`src/rtl/lsu_mem_ctrl.sv`:
```
// Load/store unit in front of a word-only data memory: alignment checks, load extension, RMW sub-word stores.
// Optional LSU_PERF_CNT_EN adds saturating load/store/error counters.
module lsu_mem_ctrl #(
    parameter int ADDR_W = 12
) (
    input  logic              clk,
    input  logic              reset_n,
    input  logic              req_valid,
    output logic              req_ready,
    input  logic              req_wr,
    input  logic [1:0]        req_size,
    input  logic              req_unsigned,
    input  logic [ADDR_W-1:0] req_addr,
    input  logic [31:0]       req_wdata,
    output logic              resp_valid,
    input  logic              resp_ready,
    output logic [31:0]       resp_data,
    output logic              resp_err,
    output logic [ADDR_W-3:0] mem_addr,
    output logic [31:0]       mem_wr_data,
    output logic [1:0]        mem_func,
    output logic              mem_en,
    input  logic [31:0]       mem_rd_data
`ifdef LSU_PERF_CNT_EN
    ,
    output logic [15:0]       load_cnt,
    output logic [15:0]       store_cnt,
    output logic [15:0]       err_cnt
`endif
);

    typedef enum logic [1:0] {IDLE, RD, WR, RESP} state_t;

    state_t             state_reg, state_next;
    logic               wr_reg;
    logic [1:0]         size_reg;
    logic               uns_reg;
    logic [ADDR_W-1:0]  addr_reg;
    logic [31:0]        wdata_reg;
    logic [31:0]        merged_reg;
    logic [31:0]        resp_data_reg;
    logic               resp_err_reg;

    logic               req_err;
    logic               accept;
    logic               done;
    logic [7:0]         rd_byte;
    logic [15:0]        rd_half;
    logic [31:0]        load_ext;
    logic [31:0]        merged_word;

    assign req_err = (req_size == 2'd3) ||
                     (req_size == 2'd1 && req_addr[0]) ||
                     (req_size == 2'd2 && req_addr[1:0] != 2'd0);
    assign accept  = (state_reg == IDLE) && req_valid;
    assign done    = (state_reg == RESP) && resp_ready;

    always_ff @(posedge clk or negedge reset_n) begin
        if (!reset_n) state_reg <= IDLE;
        else          state_reg <= state_next;
    end

    always_comb begin
        state_next = state_reg;
        case (state_reg)
            IDLE: begin
                if (req_valid) begin
                    if (req_err)                             state_next = RESP;
                    else if (!req_wr || req_size != 2'd2)    state_next = RD;
                    else                                     state_next = WR;
                end
            end
            RD:      state_next = wr_reg ? WR : RESP;
            WR:      state_next = RESP;
            RESP:    if (resp_ready) state_next = IDLE;
            default: state_next = IDLE;
        endcase
    end

    // Memory strobes decode straight from the state so an async reset kills mem_en at once.
    always_comb begin
        req_ready  = (state_reg == IDLE);
        resp_valid = (state_reg == RESP);
        mem_en     = (state_reg == RD) || (state_reg == WR);
        mem_func   = {1'b0, state_reg == WR};
    end

    assign mem_addr    = addr_reg[ADDR_W-1:2];
    assign mem_wr_data = (size_reg == 2'd2) ? wdata_reg : merged_reg;
    assign resp_data   = resp_data_reg;
    assign resp_err    = resp_err_reg;

    always_comb begin
        case (addr_reg[1:0])
            2'd0:    rd_byte = mem_rd_data[7:0];
            2'd1:    rd_byte = mem_rd_data[15:8];
            2'd2:    rd_byte = mem_rd_data[23:16];
            default: rd_byte = mem_rd_data[31:24];
        endcase
        rd_half = addr_reg[1] ? mem_rd_data[31:16] : mem_rd_data[15:0];
        case (size_reg)
            2'd0:    load_ext = {{24{~uns_reg & rd_byte[7]}}, rd_byte};
            2'd1:    load_ext = {{16{~uns_reg & rd_half[15]}}, rd_half};
            default: load_ext = mem_rd_data;
        endcase
    end

    // Byte stores always take wdata[7:0]; half stores map wdata[15:0] onto the two lanes of the half.
    genvar gi;
    generate
        for (gi = 0; gi < 4; gi++) begin : g_lane
            logic lane_sel;
            assign lane_sel = (size_reg == 2'd0) ? (addr_reg[1:0] == 2'(gi))
                                                 : (addr_reg[1] == 1'(gi / 2));
            assign merged_word[gi*8 +: 8] =
                !lane_sel          ? mem_rd_data[gi*8 +: 8] :
                (size_reg == 2'd0) ? wdata_reg[7:0]         :
                                     wdata_reg[(gi % 2)*8 +: 8];
        end
    endgenerate

    always_ff @(posedge clk or negedge reset_n) begin
        if (!reset_n) begin
            wr_reg        <= 1'b0;
            size_reg      <= 2'd0;
            uns_reg       <= 1'b0;
            addr_reg      <= '0;
            wdata_reg     <= 32'd0;
            merged_reg    <= 32'd0;
            resp_data_reg <= 32'd0;
            resp_err_reg  <= 1'b0;
        end else begin
            if (accept) begin
                wr_reg        <= req_wr;
                size_reg      <= req_size;
                uns_reg       <= req_unsigned;
                addr_reg      <= req_addr;
                wdata_reg     <= req_wdata;
                resp_data_reg <= 32'd0;
                resp_err_reg  <= req_err;
            end
            if (state_reg == RD) begin
                if (wr_reg) merged_reg    <= merged_word;
                else        resp_data_reg <= load_ext;
            end
        end
    end

`ifdef LSU_PERF_CNT_EN
    always_ff @(posedge clk or negedge reset_n) begin
        if (!reset_n) begin
            load_cnt  <= 16'd0;
            store_cnt <= 16'd0;
            err_cnt   <= 16'd0;
        end else if (done) begin
            if (resp_err_reg) begin
                if (err_cnt != 16'hFFFF) err_cnt <= err_cnt + 16'd1;
            end else if (wr_reg) begin
                if (store_cnt != 16'hFFFF) store_cnt <= store_cnt + 16'd1;
            end else begin
                if (load_cnt != 16'hFFFF) load_cnt <= load_cnt + 16'd1;
            end
        end
    end
`endif

endmodule

```
`config.mk`:
```
export PLATFORM = sky130hd
export DESIGN_NAME = lsu_mem_ctrl
export DESIGN_NICKNAME = d
export VERILOG_FILES = /design/src/rtl/lsu_mem_ctrl.sv
export SDC_FILE = /design/constraint.sdc
export NUM_CORES = 1
export LEC_CHECK = 0
export ABC_AREA = 1
export ABC_CLOCK_PERIOD_IN_PS = 1600
export BUFFER_PORTS_ARGS = -buffer_cell sky130_fd_sc_hd__buf_2
export CELL_PAD_IN_SITES_DETAIL_PLACEMENT = 0
export CELL_PAD_IN_SITES_GLOBAL_PLACEMENT = 1
export CORE_UTILIZATION = 34
export CTS_CLUSTER_DIAMETER = 120
export CTS_CLUSTER_SIZE = 14
export DETAILED_ROUTE_END_ITERATION = 8
export PLACE_DENSITY_LB_ADDON = 0.1
export SYNTH_ARGS = -nofsm -noshare
export SYNTH_HDL_FRONTEND = slang
export SYNTH_SLANG_ARGS = --single-unit
```
`constraint.sdc`:
```
create_clock -name clk -period 1.6 [get_ports clk]
set_input_delay 0.4 -clock clk [delete_from_list [all_inputs] [get_ports clk]]
set_output_delay 0.4 -clock clk [all_outputs]
set_load 0.03 [all_outputs]
```
==> results <==
- The flow ran to the end, but the final reports show violations.
- The checks that failed: negative setup slack.
- The layout cell share with drive strength beyond 1 is 0.348.
- For this design, the sink count on the clock tree is 115.
- The die covers around 19000 um^2.
- Dividing the detail-routed via count by the number of cells gives 4.85.
- The worst register-to-register path begins at size_reg[1].
- During placement, the flow inserted port buffers numbering 162.
- The count of routing violations after the opening detailed-route iteration is approximately 360.
- The buffer levels on the longest clock path is 2.
- In the global route stage, overall resource usage came out at 0.225.
- The worst-case IR drop observed on VDD is 1.23 mV.
- The CTS H-tree depth is 4.
- The via count of the first global-routing pass came to 5700.
- The final standard cell count with taps included and fillers excluded is approximately 1200.
- The worst-case register-to-register setup slack is -0.09 ns.
- The critical path in this run is classified as reg2out.
- The destination of the worst hold path is wdata_reg[17].
- At the end of routability-driven placement, the weighted congestion stood at 0.822.
- Ranked by total cell area, the synthesized netlist is headed by dfrtp_1 47%, nand2_1 19%, a21oi_1 5.0%, mux2_2 4.4%, o21ai_0 4.0%.
- The routed wire length per instance is 16.9 um.
- The remaining global-route overflow is 0.
- Once detail routing completed, the nets flagged for antenna violations numbered 0.
- Measured on the finished design, the core utilization comes to 0.507.
- Final hold analysis gives a worst-case slack of 0.170 ns.
- The final layout contains routed wiring with a total length of 20700 um.
- The worst hold path begins at req_wdata[17].
- After filler insertion, the fill cell instance count of the layout stands at 1663.
- The top cell family by delay on the critical path is flip-flops.
- For this run, the post-layout net count is 1077.
- The total leakage power is 4.64 nW.
- In this run the worst hold path is classified as in2reg.
- Dividing the final minimum period by the clock period gives 1.27.
- In this design, the stage delay of the slowest critical-path cell is approximately 0.4 ns.
- For this run, the register share of the synthesized area comes to 0.467.
- For met1 alone, demand over resource in global routing was 0.295.
- The post-layout worst setup margin is -0.433 ns.
- The number of cells on the worst hold path is 3.
- At the worst endpoint, the arrival time is 1.63 ns.
- The maximum number of pins on one net before global-route repair is 55.
- The startpoint kind of the worst setup timing path is a register.
- The total count of hold-check failures in the final report was 0.
- The kind of end point of the critical path is a primary output.
- The standard-cell row count is 48.
- The average size of a mapped cell is 7.73 um^2.
- The layer with the highest usage after global routing is met2.
- The library cell used most frequently in the layout, excluding fill and tap cells, is nand2_1.
- The mapped cell area is 6160 um^2.
- The initial antenna violation count is 0.
- The detailed router placed approximately 5900 vias in this run.
- The endpoint identified for the worst register-to-register timing path is merged_reg[12].
- The clock tree root driver cell is clkbuf_16.
- The count of warnings emitted by yosys is 0.
- The beginning of the critical path is size_reg[1].
- The distinct cell type count of the synthesized netlist is 30.
- Max-cap violations in this run came to 0.
- The number of top-level pins is approximately 160.
- The number of pins with negative max-slew slack in the final report is 0.
- The floorplan step set the die width to 137 um.
- The first global-routing pass estimated just over 30000 um of wire.
- The total number of cells along the worst setup path is 4.
- Summed over all instances, the cell type with the most area after synthesis is dfrtp_1.
- The initial utilization of the core area, before any placement, comes to 0.353.
- Once detailed placement completed, the half-perimeter wirelength came to between 10000 and 15000 um.
- The cell area power density is 2550 nW/um^2.
- In the synthesized netlist, the number of instances is 797.
- The clock arrives with just under 0.008 ns of skew.
- The number of remaining DRC errors is 0.
- The vertical extent of the die is around 140 um.
- The count of cells along the worst register-to-register path is 9.
- Summing internal, switching and leakage power gives 22.6 mW.
- The met2 demand-to-capacity share in global routing is 0.369.
- The number of buffers and inverters on the critical path is 2.
- The total area inside the core boundary comes to 17500 um^2.
- The critical path goes through nand2_4 > buf_12 > mux2_2 > buf_6.
- Clock-pin slew was measured on the worst setup and hold paths at approximately 0.06 ns.
- Adding up every negative setup slack in the final design gives -14.39 ns.
- The number of detailed-route iterations in the first pass is 5.
- After layout, the minimum clock period comes to 2.03 ns.
- Relative to the synthesized area, the layout overhead comes to 43.6%.
- In this run, synthesis produced a sequential element count of 115.
- Derived from the worst setup path, the maximum achievable clock frequency is 0.492 GHz.
- After detailed placement, the design holds a cell count of between 1000 and 1500.
- The total clock buffers created by CTS is 17.
- The met3 usage is 0.0470.
- In the layout the commonest cells are 301 x nand2_1, 130 x buf_2, 113 x dfrtp_1.
- The maximum fanout along the worst path is 16.
- The data required time at the worst endpoint is approximately 1.2 ns.
- Setup violations remaining at the end of the flow were counted as 67.
- Setup repair after global routing could not meet its margin everywhere.
- TritonCTS built the clock tree.
- The share of synthesized area in the top cell type comes to 0.467.
- The later pin in the worst-skew pair is clocked with a latency of around 0.42 ns.
- On the critical path, the stage with the largest delay is an instance of dfrtp_1.
- The net count of the mapped netlist is 885.
- The number of antenna diodes is 0.
==> cell families after synthesis <==
family,share of synthesized area
simple gates,0.272
compound gates,0.124
flops,0.467
buf+inv,0.0849
mux,0.0438
fa+ha+maj,0.00812
other cells,0.000608
==> stage by stage <==
step                cell area, um^2  setup slack (ns)
floorplan                      6200           -0.0865
global placement               7500           -0.0765
detailed placement             7500           -0.0945
CTS                            8580            -0.444
global route                   8850            -0.493
finish                         8850            -0.433
==> synthesized netlist by cell type (all sizes together) <==
cell    number
a21boi       1
a21oi       62
a22oi        8
a31oi        1
buf         32
clkbuf      22
conb         1
dfrtp      115
ha           4
inv         57
mux2        24
nand2      318
nand3       27
nor2        53
nor3         3
o211ai       8
o21ai       53
o22ai        8
==> worst reg2reg max path, cell delays in order, from the launching register on <==
cell and delay, ns:
dfrtp_1 0.40, buf_4 0.23, inv_2 0.14, nand2_2 0.08, nor2_2 0.13, nor2_4 0.06, buf_4 0.14, buf_4 0.14
o211ai_1 0.18, nand2_1 0.08
==> how the worst max path moves through the flow <==
stage	endpoint	slack (ns)
after floorplan	mem_wr_data[0]	-0.09
after global placement	mem_wr_data[23]	-0.08
after detailed placement	mem_wr_data[20]	-0.09
after CTS	mem_wr_data[12]	-0.44
after global routing	mem_wr_data[16]	-0.49
final	mem_wr_data[21]	-0.43
==> per-layer routing <==
metal | share of wire | wire length (um)
met3 | 0.041 | 848
met1 | 0.45 | 9330
met4 | 0.017 | 348
met2 | 0.49 | 10100
met5 | 0 | 0
==> timing repair <==
item	4_1_cts	5_1_grt
buffers inserted	9	7
hold endpoints to repair	19	0
setup endpoints to repair	36	109
hold buffers	1	0
pin swaps	1	2
gates resized for setup	96	32
cloned	2	4
==> power by group <==
group	leakage [nW]	total, mW	internal (mW)	switching, mW
combinational	2.96	13.3	5.48	7.85
clock	0.292	3.93	2.55	1.38
sequential	1.39	5.33	4.35	0.980
==> layout make-up <==
class | count | area, um^2 | area share
Timing Repair Buffer | 227 | 1850 | 0.209
Inverter | 57 | 221 | 0.0250
Clock buffer | 22 | 474 | 0.0536
Clock inverter | 9 | 129 | 0.0146
Tap cell | 225 | 282 | 0.0318
Sequential cell | 115 | 2880 | 0.325
Multi-Input combinational cell | 571 | 3020 | 0.341
Power figures use the tool's default switching activity.
